`src/rtl/checkers_pkg.sv`:
```
// Shared types and constants for the checkers board datapath.
// Piece codes are {king, white, black}.
package checkers_pkg;

  localparam int NUM_SQ = 32;
  localparam int SQ_W   = 5;

  localparam logic [2:0] CODE_EMPTY = 3'b000;
  localparam logic [2:0] CODE_BMAN  = 3'b001;
  localparam logic [2:0] CODE_WMAN  = 3'b010;
  localparam logic [2:0] CODE_BKING = 3'b101;
  localparam logic [2:0] CODE_WKING = 3'b110;

  typedef enum logic {
    IDLE,
    STREAM
  } state_t;

  function automatic logic code_illegal(
    input logic [2:0] c
  );
    return (c != CODE_EMPTY) &&
           (c != CODE_BMAN)  &&
           (c != CODE_WMAN)  &&
           (c != CODE_BKING) &&
           (c != CODE_WKING);
  endfunction

endpackage

```
`src/rtl/board_untransform.sv`:
```
// Inverse board-layout transform for one bitboard.
// Low nibble of every byte is bit-reversed; high nibble passes through.
module board_untransform (
  input  logic [31:0] stored,
  output logic [31:0] logical
);

  always_comb begin
    logical = '0;
    for (int b = 0; b < 4; b++) begin
      for (int k = 0; k < 4; k++) begin
        logical[8*b+k]   = stored[8*b+3-k];
        logical[8*b+4+k] = stored[8*b+4+k];
      end
    end
  end

endmodule

```
`src/rtl/board_decoder.sv`:
```
// Restores logical square order of a board snapshot and streams
// one square per beat with piece code, error flag and frame error count.
module board_decoder
  import checkers_pkg::*;
#(
  parameter int NUM_SQ = 32,
  parameter bit FLIP   = 1'b0
) (
  input  logic            clock,
  input  logic            reset,
  input  logic            in_valid,
  output logic            in_ready,
  input  logic [31:0]     in_black,
  input  logic [31:0]     in_white,
  input  logic [31:0]     in_kings,
  output logic            out_valid,
  input  logic            out_ready,
  output logic [SQ_W-1:0] out_square,
  output logic [2:0]      out_code,
  output logic            out_err,
  output logic            out_last,
  output logic            frame_done,
  output logic [5:0]      err_count
);

  localparam logic [SQ_W-1:0] SQ_LO = '0;
  localparam logic [SQ_W-1:0] SQ_HI = SQ_W'(NUM_SQ - 1);
  localparam logic [SQ_W-1:0] FIRST = FLIP ? SQ_HI : SQ_LO;
  localparam logic [SQ_W-1:0] LAST  = FLIP ? SQ_LO : SQ_HI;

  state_t          state, state_nx;
  logic [31:0]     b_d, w_d, k_d;
  logic [31:0]     b_q, w_q, k_q;
  logic [SQ_W-1:0] idx, idx_nx;
  logic [5:0]      run, run_nx;
  logic [5:0]      errc_nx;
  logic            done_nx;
  logic            ld;
  logic [2:0]      code;
  logic            illegal;

  board_untransform u_black (.stored(in_black), .logical(b_d));
  board_untransform u_white (.stored(in_white), .logical(w_d));
  board_untransform u_kings (.stored(in_kings), .logical(k_d));

  assign code    = {k_q[idx], w_q[idx], b_q[idx]};
  assign illegal = code_illegal(code);

  always_comb begin
    state_nx   = state;
    idx_nx     = idx;
    run_nx     = run;
    errc_nx    = err_count;
    done_nx    = 1'b0;
    ld         = 1'b0;
    in_ready   = 1'b0;
    out_valid  = 1'b0;
    out_square = '0;
    out_code   = '0;
    out_err    = 1'b0;
    out_last   = 1'b0;
    unique case (state)
      IDLE: begin
        in_ready = ~reset;
        if (in_valid) begin
          ld       = 1'b1;
          idx_nx   = FIRST;
          run_nx   = '0;
          state_nx = STREAM;
        end
      end
      STREAM: begin
        out_valid  = 1'b1;
        out_square = idx;
        out_code   = code;
        out_err    = illegal;
        out_last   = (idx == LAST);
        if (out_ready) begin
          run_nx = run + 6'(illegal);
          if (idx == LAST) begin
            state_nx = IDLE;
            errc_nx  = run_nx;
            done_nx  = 1'b1;
          end else begin
            idx_nx = FLIP ? idx - 1'b1 : idx + 1'b1;
          end
        end
      end
      default: state_nx = IDLE;
    endcase
  end

  always_ff @(posedge clock) begin
    if (reset) begin
      state      <= IDLE;
      idx        <= '0;
      run        <= '0;
      err_count  <= '0;
      frame_done <= 1'b0;
      b_q        <= '0;
      w_q        <= '0;
      k_q        <= '0;
    end else begin
      state      <= state_nx;
      idx        <= idx_nx;
      run        <= run_nx;
      err_count  <= errc_nx;
      frame_done <= done_nx;
      if (ld) begin
        b_q <= b_d;
        w_q <= w_d;
        k_q <= k_d;
      end
    end
  end

endmodule

```
`config.mk`:
```
export PLATFORM = sky130hd
export DESIGN_NAME = board_decoder
export DESIGN_NICKNAME = d
export VERILOG_FILES = /design/src/rtl/checkers_pkg.sv /design/src/rtl/board_untransform.sv /design/src/rtl/board_decoder.sv
export SDC_FILE = /design/constraint.sdc
export NUM_CORES = 1
export LEC_CHECK = 0
export CORE_MARGIN = 2
export CORE_UTILIZATION = 56
export CTS_BUF_LIST = sky130_fd_sc_hd__clkbuf_8
export CTS_CLUSTER_DIAMETER = 200
export DETAILED_ROUTE_END_ITERATION = 10
export PLACE_DENSITY = 0.88
export SKIP_CTS_REPAIR_TIMING = 1
export SLEW_MARGIN = 5
export SYNTH_ARGS = -nofsm -noshare
export SYNTH_HDL_FRONTEND = slang
export SYNTH_SLANG_ARGS = --single-unit
export TNS_END_PERCENT = 10
```
`constraint.sdc`:
```
create_clock -name clock -period 8.25 [get_ports clock]
set_clock_uncertainty 0.2 [all_clocks]
set_input_delay 0.825 -clock clock [delete_from_list [all_inputs] [get_ports clock]]
set_output_delay 0.825 -clock clock [all_outputs]
set_load 0.02 [all_outputs]
```
# After elaboration in Yosys (flattened, before gate mapping)
# Index checks and enable logic that the tools add are counted.
# classes
n_addsub,2
multipliers,0
div,0
magnitude_cmp,1
eq_ne,8
n_shift,0
mux,25
bitwise_logic,3
reduce_logical,9
# op_table
cell,n
5-bit two-way mux,4
1-bit binary-select mux with 5-bit select,3
1-bit two-way mux,12
6-bit two-way mux,2
6-bit case mux with 2 select lines,1
5-bit case mux with 2 select lines,1
6-bit by 1-bit adder with 6-bit output,1
5-bit by 6-bit < comparator with 1-bit output (second input constant),1
2-bit != test (second input constant),3
3-bit != test (second input constant),2
3-bit AND reduction,2
5-bit by 1-bit adder with 5-bit output (second input constant),1
5-bit == test (second input constant),1
1-bit logical AND,4
3-bit two-way mux,1
3-bit by 1-bit != test with 1-bit output (second input constant),1
3-bit by 2-bit != test with 1-bit output (second input constant),1
1-bit NOT,3
3-bit nonzero test,1
3-bit OR reduction,1
1-bit case mux with 2 select lines,1
2-bit AND reduction,1
# totals
reg_bits,115
latchBits,0
ramBits,0
mem_bits_ro,0
elab_cells,56
n_memories,0

# Longest topological paths before layout
# Gate-level depths: netlist of the first run.
# logic_depth
ltp_word,10
depth_mapped,16
ltp_nobuf,14

# Hierarchy
# A second synthesis of the first run with hierarchy kept.
# hier_totals
cells_unflattened,731
area_unflattened_um2,5826.8
# by_module_without_submodules
mod,instances,cells_per_inst,area_per_inst_um2
board_decoder,1,635,5106.1
board_untransform,3,32,240.2

# Worst setup path after synthesis of the first run
# OpenSTA, ideal clock, no wires.
# synth_timing
path_kind,reg2reg
startpoint,reg idx[1]
endpoint,reg err_count[4]
setup_ns,0.128
arrival_ns,2.490
path_slack_ns,5.433
path_stages_with_launch,16
n_path_buf,2
synth_period_minus_slack_ns,2.817
cell_sequence,dfxtp_1 -> buf_6 -> buf_12 -> mux4_2 -> nand3_1 -> o211ai_1 -> o21ai_1 -> nand3b_1 -> nand2_1 -> ha_1 -> ha_1 -> nand3_1 -> xor2_1 -> nor2_1 -> a22oi_1 -> nor2_1
# synth_via
elab_chain_len,8
elab_cells_between_ends,18
cone_classes,add/sub (1); eq/ne (5); mux (6); reduce/logical (6)
# synth_lines
item,line,rtl
from (decl),board_decoder.sv:34,"logic [SQ_W-1:0] idx, idx_nx;"
from (signal assigned),board_decoder.sv:105,idx <= idx_nx;
1-bit binary-select mux with 5-bit select,board_decoder.sv:46,"assign code = {k_q[idx], w_q[idx], b_q[idx]};"
1-bit two-way mux (not written as such),board_decoder.sv:46,
3-bit by 1-bit != test with 1-bit output or 3-bit nonzero test (tied branches),"checkers_pkg.sv:23, checkers_pkg.sv:22",
1-bit logical AND,checkers_pkg.sv:22,return (c != CODE_EMPTY) &&
1-bit logical AND,checkers_pkg.sv:23,(c != CODE_BMAN) &&
1-bit logical AND,checkers_pkg.sv:24,(c != CODE_WMAN) &&
1-bit logical AND,checkers_pkg.sv:25,(c != CODE_BKING) &&
6-bit by 1-bit adder with 6-bit output,board_decoder.sv:79,run_nx = run + 6'(illegal);
to (signal assigned),board_decoder.sv:107,err_count <= errc_nx;
to (decl),board_decoder.sv:23,output logic [5:0] err_count
# Parallel ways exist; a longest one is shown, timed or not. The select of a mux whose other input is x is not followed.
# A chain may end at the register's enable or synchronous reset.

# Worst setup path in the final report of the first run
# layout_timing
startpoint,reg idx[1]
endpoint,out out_err
# layout_via
elab_chain_len,8
elab_cells_between_ends,16
cone_classes,eq/ne (4); mux (7); reduce/logical (5)
# layout_lines
item,line,rtl
1-bit binary-select mux with 5-bit select,board_decoder.sv:46,
1-bit two-way mux (not written as such),board_decoder.sv:46,
3-bit by 1-bit != test with 1-bit output or 3-bit nonzero test (tied branches),"checkers_pkg.sv:23, checkers_pkg.sv:22",
1-bit logical AND,checkers_pkg.sv:22,
1-bit logical AND,checkers_pkg.sv:23,
1-bit logical AND,checkers_pkg.sv:24,
1-bit logical AND *,checkers_pkg.sv:25,
1-bit two-way mux *,board_decoder.sv:62,unique case (state)
to (decl),board_decoder.sv:20,"output logic out_err,"
# Mark *: on every way between the ends. The rest lies on a longest branch, timed or not. The select of a mux whose other input is x is not followed.

==> results of run 1 <==
## synthesized netlist by cell type (all sizes together), types with 2 or more instances
cell,count,share of area
nand3b,2,0.0029
clkbuf,33,0.024
o311ai,2,0.0034
buf,17,0.024
nor3,4,0.0039
ha,4,0.0098
a22oi,9,0.013
or2,2,0.0025
a32oi,2,0.0034
mux4,7,0.032
a311oi,6,0.012
dfxtp,115,0.45
and3,2,0.0024
nor2,22,0.017
nand3,10,0.0098
nand2,211,0.16
nand2b,3,0.0037
xnor2,2,0.0034
mux2,4,0.0096
mux2i,28,0.055
a211oi,6,0.0098
xor2,4,0.0069
and2,6,0.0074
nor2b,9,0.011
o21ai,6,0.0059
a21oi,110,0.11
a2111oi,2,0.0037
## worst max path at each step
| stage | cells after the start | startpoint | end |
|---|---|---|---|
| 2_1_floorplan | 15 | idx[1] | err_count[4] |
| 3_3_place_gp | 8 | idx[1] | out_err |
| 3_5_place_dp | 8 | idx[1] | out_err |
| 4_1_cts | 8 | idx[1] | out_err |
| 5_1_grt | 8 | idx[1] | out_err |
| 6_report | 8 | idx[1] | out_err |
## metal layers
metal,part of all wire,global-route usage,vias to the layer above,wire length (um)
li1,-,-,2327,-
met1,0.40,0.319,2263,5230
met2,0.50,0.463,241,6670
met3,0.074,0.0696,36,984
met4,0.025,0.118,0,329
met5,0,0,-,0
## registers in the layout (all words and copies together), names as in the netlist
| register | flops |
|---|---|
| err_count | 6 |
| run | 6 |
| state | 1 |
| w_q | 32 |
| idx | 5 |
| frame_done | 1 |
| k_q | 32 |
| b_q | 32 |
## cell usage in the layout (no fill, tap or decap), types with 6 or more instances in the layout
cell,instances
nand3_1,10
clkdlybuf4s50_1,117
a22oi_1,9
nor2_1,21
and2_1,6
dfxtp_1,113
nor2b_1,8
a21oi_1,109
mux4_2,6
nand2_1,210
clkbuf_8,19
mux2i_1,28
## worst register-to-register path: stages, from the launching register on
cell and delay (ns):
dfxtp_2 0.94, nor2b_1 0.50, a22oi_1 0.13, nand3_1 0.11, o21ai_1 0.07, a211oi_1 0.42
or2_1 0.21, nand2_1 0.08, ha_1 0.20, ha_1 0.24, nand3_1 0.11, xor2_1 0.14
nor2_1 0.08, a21oi_1 0.15, nor2_1 0.07
## cell families after synthesis
| logic type | Yosys count |
|---|---|
| xor gates and xnor gates | 6 |
| adders and majority gates | 4 |
| muxes | 39 |
| buffers and inverters | 51 |
| DFF | 115 |
| AOI/OAI and AO/OA | 144 |
| and+or+nand+nor | 276 |
## power by group
| part | switching [uW] | internal [uW] | total, uW | leakage [uW] |
|---|---|---|---|---|
| Clock | 220 | 308 | 528 | 0.000206 |
| Combinational | 72.5 | 77.1 | 150 | 0.00120 |
| Sequential | 21.3 | 583 | 604 | 0.000942 |
| Total | 314 | 968 | 1280 | 0.00235 |
## final cells by class
type	count	area, um2
inverters	1	3.75
fillers	628	2160
clock inverters	12	140
well taps	108	135
multi-input cells	469	2560
flip-flops and latches	115	2300
repair buffers	120	1190
clock buffers	19	262
## metrics by stage
stage	hold WS (ns)	util	total power, uW	cell area (um2)
detailed placement	0.249	0.707	762	6200
finish	0.257	0.753	1280	6600
floorplan	0.232	-	689	5110
CTS	0.258	0.753	1280	6600
global placement	0.242	0.707	756	6200
global route	0.273	0.753	1320	6600
==> impl_metrics.env, run 1 <==
export IMPL_rr_worst_depth=14
export IMPL_cts_buffers=17
export IMPL_die_w_um=99.5
export IMPL_via_count=4867
export IMPL_clock_sinks=115
export IMPL_yosys_area_share_adder=0.00980
export IMPL_setup_viol=0
export IMPL_synth_fp_nets=739
export IMPL_rr_endpoint="run[4]"
export IMPL_slew_viol_final=0
export IMPL_drc=0
export IMPL_num_antenna_cells=0
export IMPL_synthSimpleGateAreaFrac=0.223
export IMPL_synthCells=635
export IMPL_ys_async_sr_fraction=0
export IMPL_clock_latency_ns=0.43
export IMPL_place_port_buffers=118
export IMPL_synth_top_family_by_area="simple AND/OR/NAND/NOR gates"
export IMPL_pwr_density_cell_nw_per_um2=194
export IMPL_ys_flop_type="dfxtp_1"
export IMPL_synthMuxAreaShare=0.0961
export IMPL_vias_per_cell=5.77
export IMPL_fin_ws_ns=3.63
export IMPL_path_delay_family="flip-flops"
export IMPL_r2r_start="idx[1]"
export IMPL_min_delay_start="k_q[18]"
export IMPL_yosysUniqueCellTypes=48
export IMPL_placedCellCount=813
export IMPL_final_nets=828
export IMPL_root_buffer="clkbuf_8"
export IMPL_clk_path_buf_depth=2
export IMPL_min_to="k_q[18]"
export IMPL_critical_path_cell_chain="nor2b_1, a22oi_1, nand3_1, o21ai_1, a211oi_1, nand3b_1, a21oi_2, clkdlybuf4s50_1"
export IMPL_drt_iter0_markers=386
export IMPL_core_area_um2=8760
export IMPL_cp_max_fo=38
export IMPL_grtUsageTotal=0.270
export IMPL_post_place_ws_ns=4.19
export IMPL_grt_pass1_vias=4774
export IMPL_worstPathRequired_ns=7.22
export IMPL_overflow=0
export IMPL_cp_arrival_ns=3.59
export IMPL_post_route_min_period_ns=4.62
export IMPL_relSlewSlack=0.247
export IMPL_hold_class="register to register"
export IMPL_row_count=34
export IMPL_seq_area_frac_synth=0.451
export IMPL_p_leak_uw=0.00235
export IMPL_io_pins=119
export IMPL_rsz0062_at_grt="false"
export IMPL_syn2layout_area_growth_pct=29.3
export IMPL_synth_edf_count=0
export IMPL_cpPeakStageDelay_ns=0.94
export IMPL_worstSetupEndpointType="output port"
export IMPL_htreeDepth=4
export IMPL_die_area_um2=9900
export IMPL_synth_xor_area_frac=0.0103
export IMPL_timing_fmax_mhz=217
export IMPL_cp_buffers_inverters=1
export IMPL_worstSetupPathType="register to output port"
export IMPL_ir_worst_vdd_mv=0.131
export IMPL_start_util=0.583
export IMPL_worstMarginPinSlew_ns=1.13
export IMPL_whs_path_depth=2
export IMPL_cap_violations=0
export IMPL_fin_crit_sh=0.559
export IMPL_cp_start_kind="register"
export IMPL_yosysWarnings=0
export IMPL_r2r_slack_ns=4.46
export IMPL_antenna_found_initial=0
export IMPL_clk_pin_slew_ns=0.06
export IMPL_wirelength_mm=13.2
export IMPL_grt_pass1_wl_mm=21.5
export IMPL_syn_area_um2=5110
export IMPL_fin_cells=844
export IMPL_synth_compound_area_frac=0.161
export IMPL_drive_above_1_share=0.0679
export IMPL_dpl_hpwl_mm=8.81
export IMPL_status="finished, final reports clean"
export IMPL_drt_pass1_iter_count=5
export IMPL_detail_route_wl_per_cell_um=15.7
export IMPL_crit_slowest_cell="dfxtp_2"
export IMPL_grt_max_degree=117
export IMPL_finalHoldViolations=0
export IMPL_ant_nets=0
export IMPL_setup_tns_ns=0
export IMPL_die_h_um=99.5
export IMPL_syn_area_per_cell_um2=8.04
export IMPL_ys_ff_latch=115
export IMPL_cts_tree="done"
export IMPL_routabilityCongestion=0.875
Note: power is estimated with default switching activity, not from simulation.
==> run 2, diff against run 1 <==
CORE_UTILIZATION = 47   (was 56)
PLACE_DENSITY = 0.79   (was 0.88)
clock period = 3.87 ns   (was 8.25 ns; I/O delays follow)
==> run 2 against run 1 <==
Effect of this change: worst setup slack lost 3.5 ns; core utilization shrank 13 points; first-iteration DRC count shrank 38%; sequential share of layout area shrank 0.53 points; final cell count grew 4.6%; worst hold slack lost 0.022 ns; largest power group unchanged; highest routed layer unchanged.
==> impl_metrics.env, run 2 (synthesis results as in run 1) <==
export IMPL_status="finished, final reports clean"
export IMPL_cts_tree="done"
export IMPL_row_count=38
export IMPL_clk_pin_slew_ns=0.06
export IMPL_finalHoldViolations=0
export IMPL_grt_pass1_wl_mm=20.9
export IMPL_root_buffer="clkbuf_8"
export IMPL_worstSetupEndpointType="output port"
export IMPL_p_clk_frac=0.412
export IMPL_die_w_um=108
export IMPL_fin_crit_sh=0.953
export IMPL_place_port_buffers=118
export IMPL_antenna_found_initial=0
export IMPL_worstMarginPinSlew_ns=0.863
export IMPL_rsz0062_at_grt="false"
export IMPL_cp_start_kind="register"
export IMPL_grt_use_met3=0.0597
export IMPL_drive_above_1_share=0.0781
export IMPL_overflow=0
export IMPL_busiest_layer="met2"
export IMPL_clock_sinks=115
export IMPL_cp_arrival_ns=3.10
export IMPL_relSlewSlack=0.425
export IMPL_power_uw=2730
export IMPL_ir_worst_vdd_mv=0.252
export IMPL_die_area_um2=11700
export IMPL_clk_path_buf_depth=2
export IMPL_detail_route_wl_per_cell_um=14.5
export IMPL_cp_buffers_inverters=2
export IMPL_p_leak_uw=0.00240
export IMPL_path_delay_family="buffers and inverters"
export IMPL_io_pins=119
export IMPL_core_area_um2=10700
export IMPL_holdWs_ns=0.235
export IMPL_final_nets=834
export IMPL_via_count=4694
export IMPL_cpPeakStageDelay_ns=0.63
export IMPL_grtUsageTotal=0.229
export IMPL_vias_per_cell=5.32
export IMPL_drt_pass1_iter_count=5
export IMPL_p_comb_frac=0.120
export IMPL_dpl_hpwl_mm=9.16
export IMPL_p_int_uw=2070
export IMPL_worstPathRequired_ns=3.28
export IMPL_syn2layout_area_growth_pct=31.4
export IMPL_seqPwrFrac=0.469
export IMPL_clock_latency_ns=0.43
export IMPL_htreeDepth=4
export IMPL_layout_commonest_cell="nand2_1"
export IMPL_num_antenna_cells=0
export IMPL_ant_nets=0
export IMPL_cp_max_fo=18
export IMPL_slew_viol_final=0
export IMPL_cap_violations=0
export IMPL_critical_path_cell_chain="buf_4, mux2_1, o311ai_1, o21ai_1, a211oi_2, nand3b_1, a21oi_2, clkdlybuf4s50_1"
export IMPL_wirelength_mm=12.8
export IMPL_setup_viol=0
export IMPL_drc=0
export IMPL_grt_pass1_vias=4468
export IMPL_hold_class="input port to register"
export IMPL_switchingPower_uw=660
export IMPL_worstSetupPathType="register to output port"
export IMPL_post_route_min_period_ns=3.69
export IMPL_timing_fmax_mhz=271
export IMPL_drt_iter0_markers=240
export IMPL_grtUsageMet1=0.275
export IMPL_met2_usage=0.392
export IMPL_post_place_ws_ns=0.534
export IMPL_start_util=0.477
export IMPL_layout_common_cells="nand2_1 (210), clkdlybuf4s50_1 (117), dfxtp_1 (112)"
export IMPL_cts_buffers=17
export IMPL_fin_ws_ns=0.180
export IMPL_setup_tns_ns=0
export IMPL_pwr_density_cell_nw_per_um2=407
export IMPL_swShare=0.242
export IMPL_routabilityCongestion=0.911
export IMPL_crit_slowest_cell="clkdlybuf4s50_1"
export IMPL_grt_max_degree=99
export IMPL_reg_largest_list="b_q (32), k_q (32), w_q (32)"
export IMPL_die_h_um=108
-- run 2: final timing paths --
kind	start	end	slack (ns)	depth (start not counted)
setup / recovery	idx[1]	out_err	0.18	8
hold / removal	reset	b_q[23]	0.23	2
setup reg to reg	idx[1]	run[4]	0.59	14
hold reg to reg	k_q[22]	k_q[22]	0.25	2
-- run 2: worst reg2reg max path: stages (launching register included) --
cell and delay, ns:
dfxtp_2 0.44, buf_4 0.30, mux2_1 0.36, o311ai_1 0.25, o21ai_1 0.12, a211oi_2 0.26, or2_1 0.17, nand2_1 0.07
ha_1 0.20, ha_1 0.23, nand3_1 0.11, xor2_1 0.15, nor2_1 0.08, a21oi_1 0.16, nor2_1 0.05
-- run 2: layer usage --
metal,routed length [um],up-vias
li1,-,2335
met1,5480,2182
met2,6370,155
met3,702,22
met4,246,0
met5,0,-
-- run 2: per-stage QoR --
| step | instance area [um2] | util | std cells |
|---|---|---|---|
| 2_1_floorplan | 5110 | - | 635 |
| 3_3_place_gp | 6300 | 0.589 | 851 |
| 3_5_place_dp | 6300 | 0.589 | 851 |
| 4_1_cts | 6700 | 0.626 | 883 |
| 5_1_grt | 6710 | 0.627 | 883 |
| 6_report | 6710 | 0.627 | 883 |
-- run 2: final cells by class --
type | count | area [um2]
fill | 919 | 3990
multi-input combinational | 469 | 2570
clock inverter | 13 | 143
timing repair buffer | 126 | 1250
sequential | 115 | 2310
inverter | 1 | 3.75
clock buffer | 19 | 262
tap | 140 | 175
-- run 2: power by group through the flow --
stage	clock network, uW	registers (uW)	logic (uW)
6_report	1120	1280	326
5_1_grt	1200	1290	362
4_1_cts	1130	1280	328
3_5_place_dp	0	1300	326
3_3_place_gp	0	1300	317
2_1_floorplan	0	1290	181
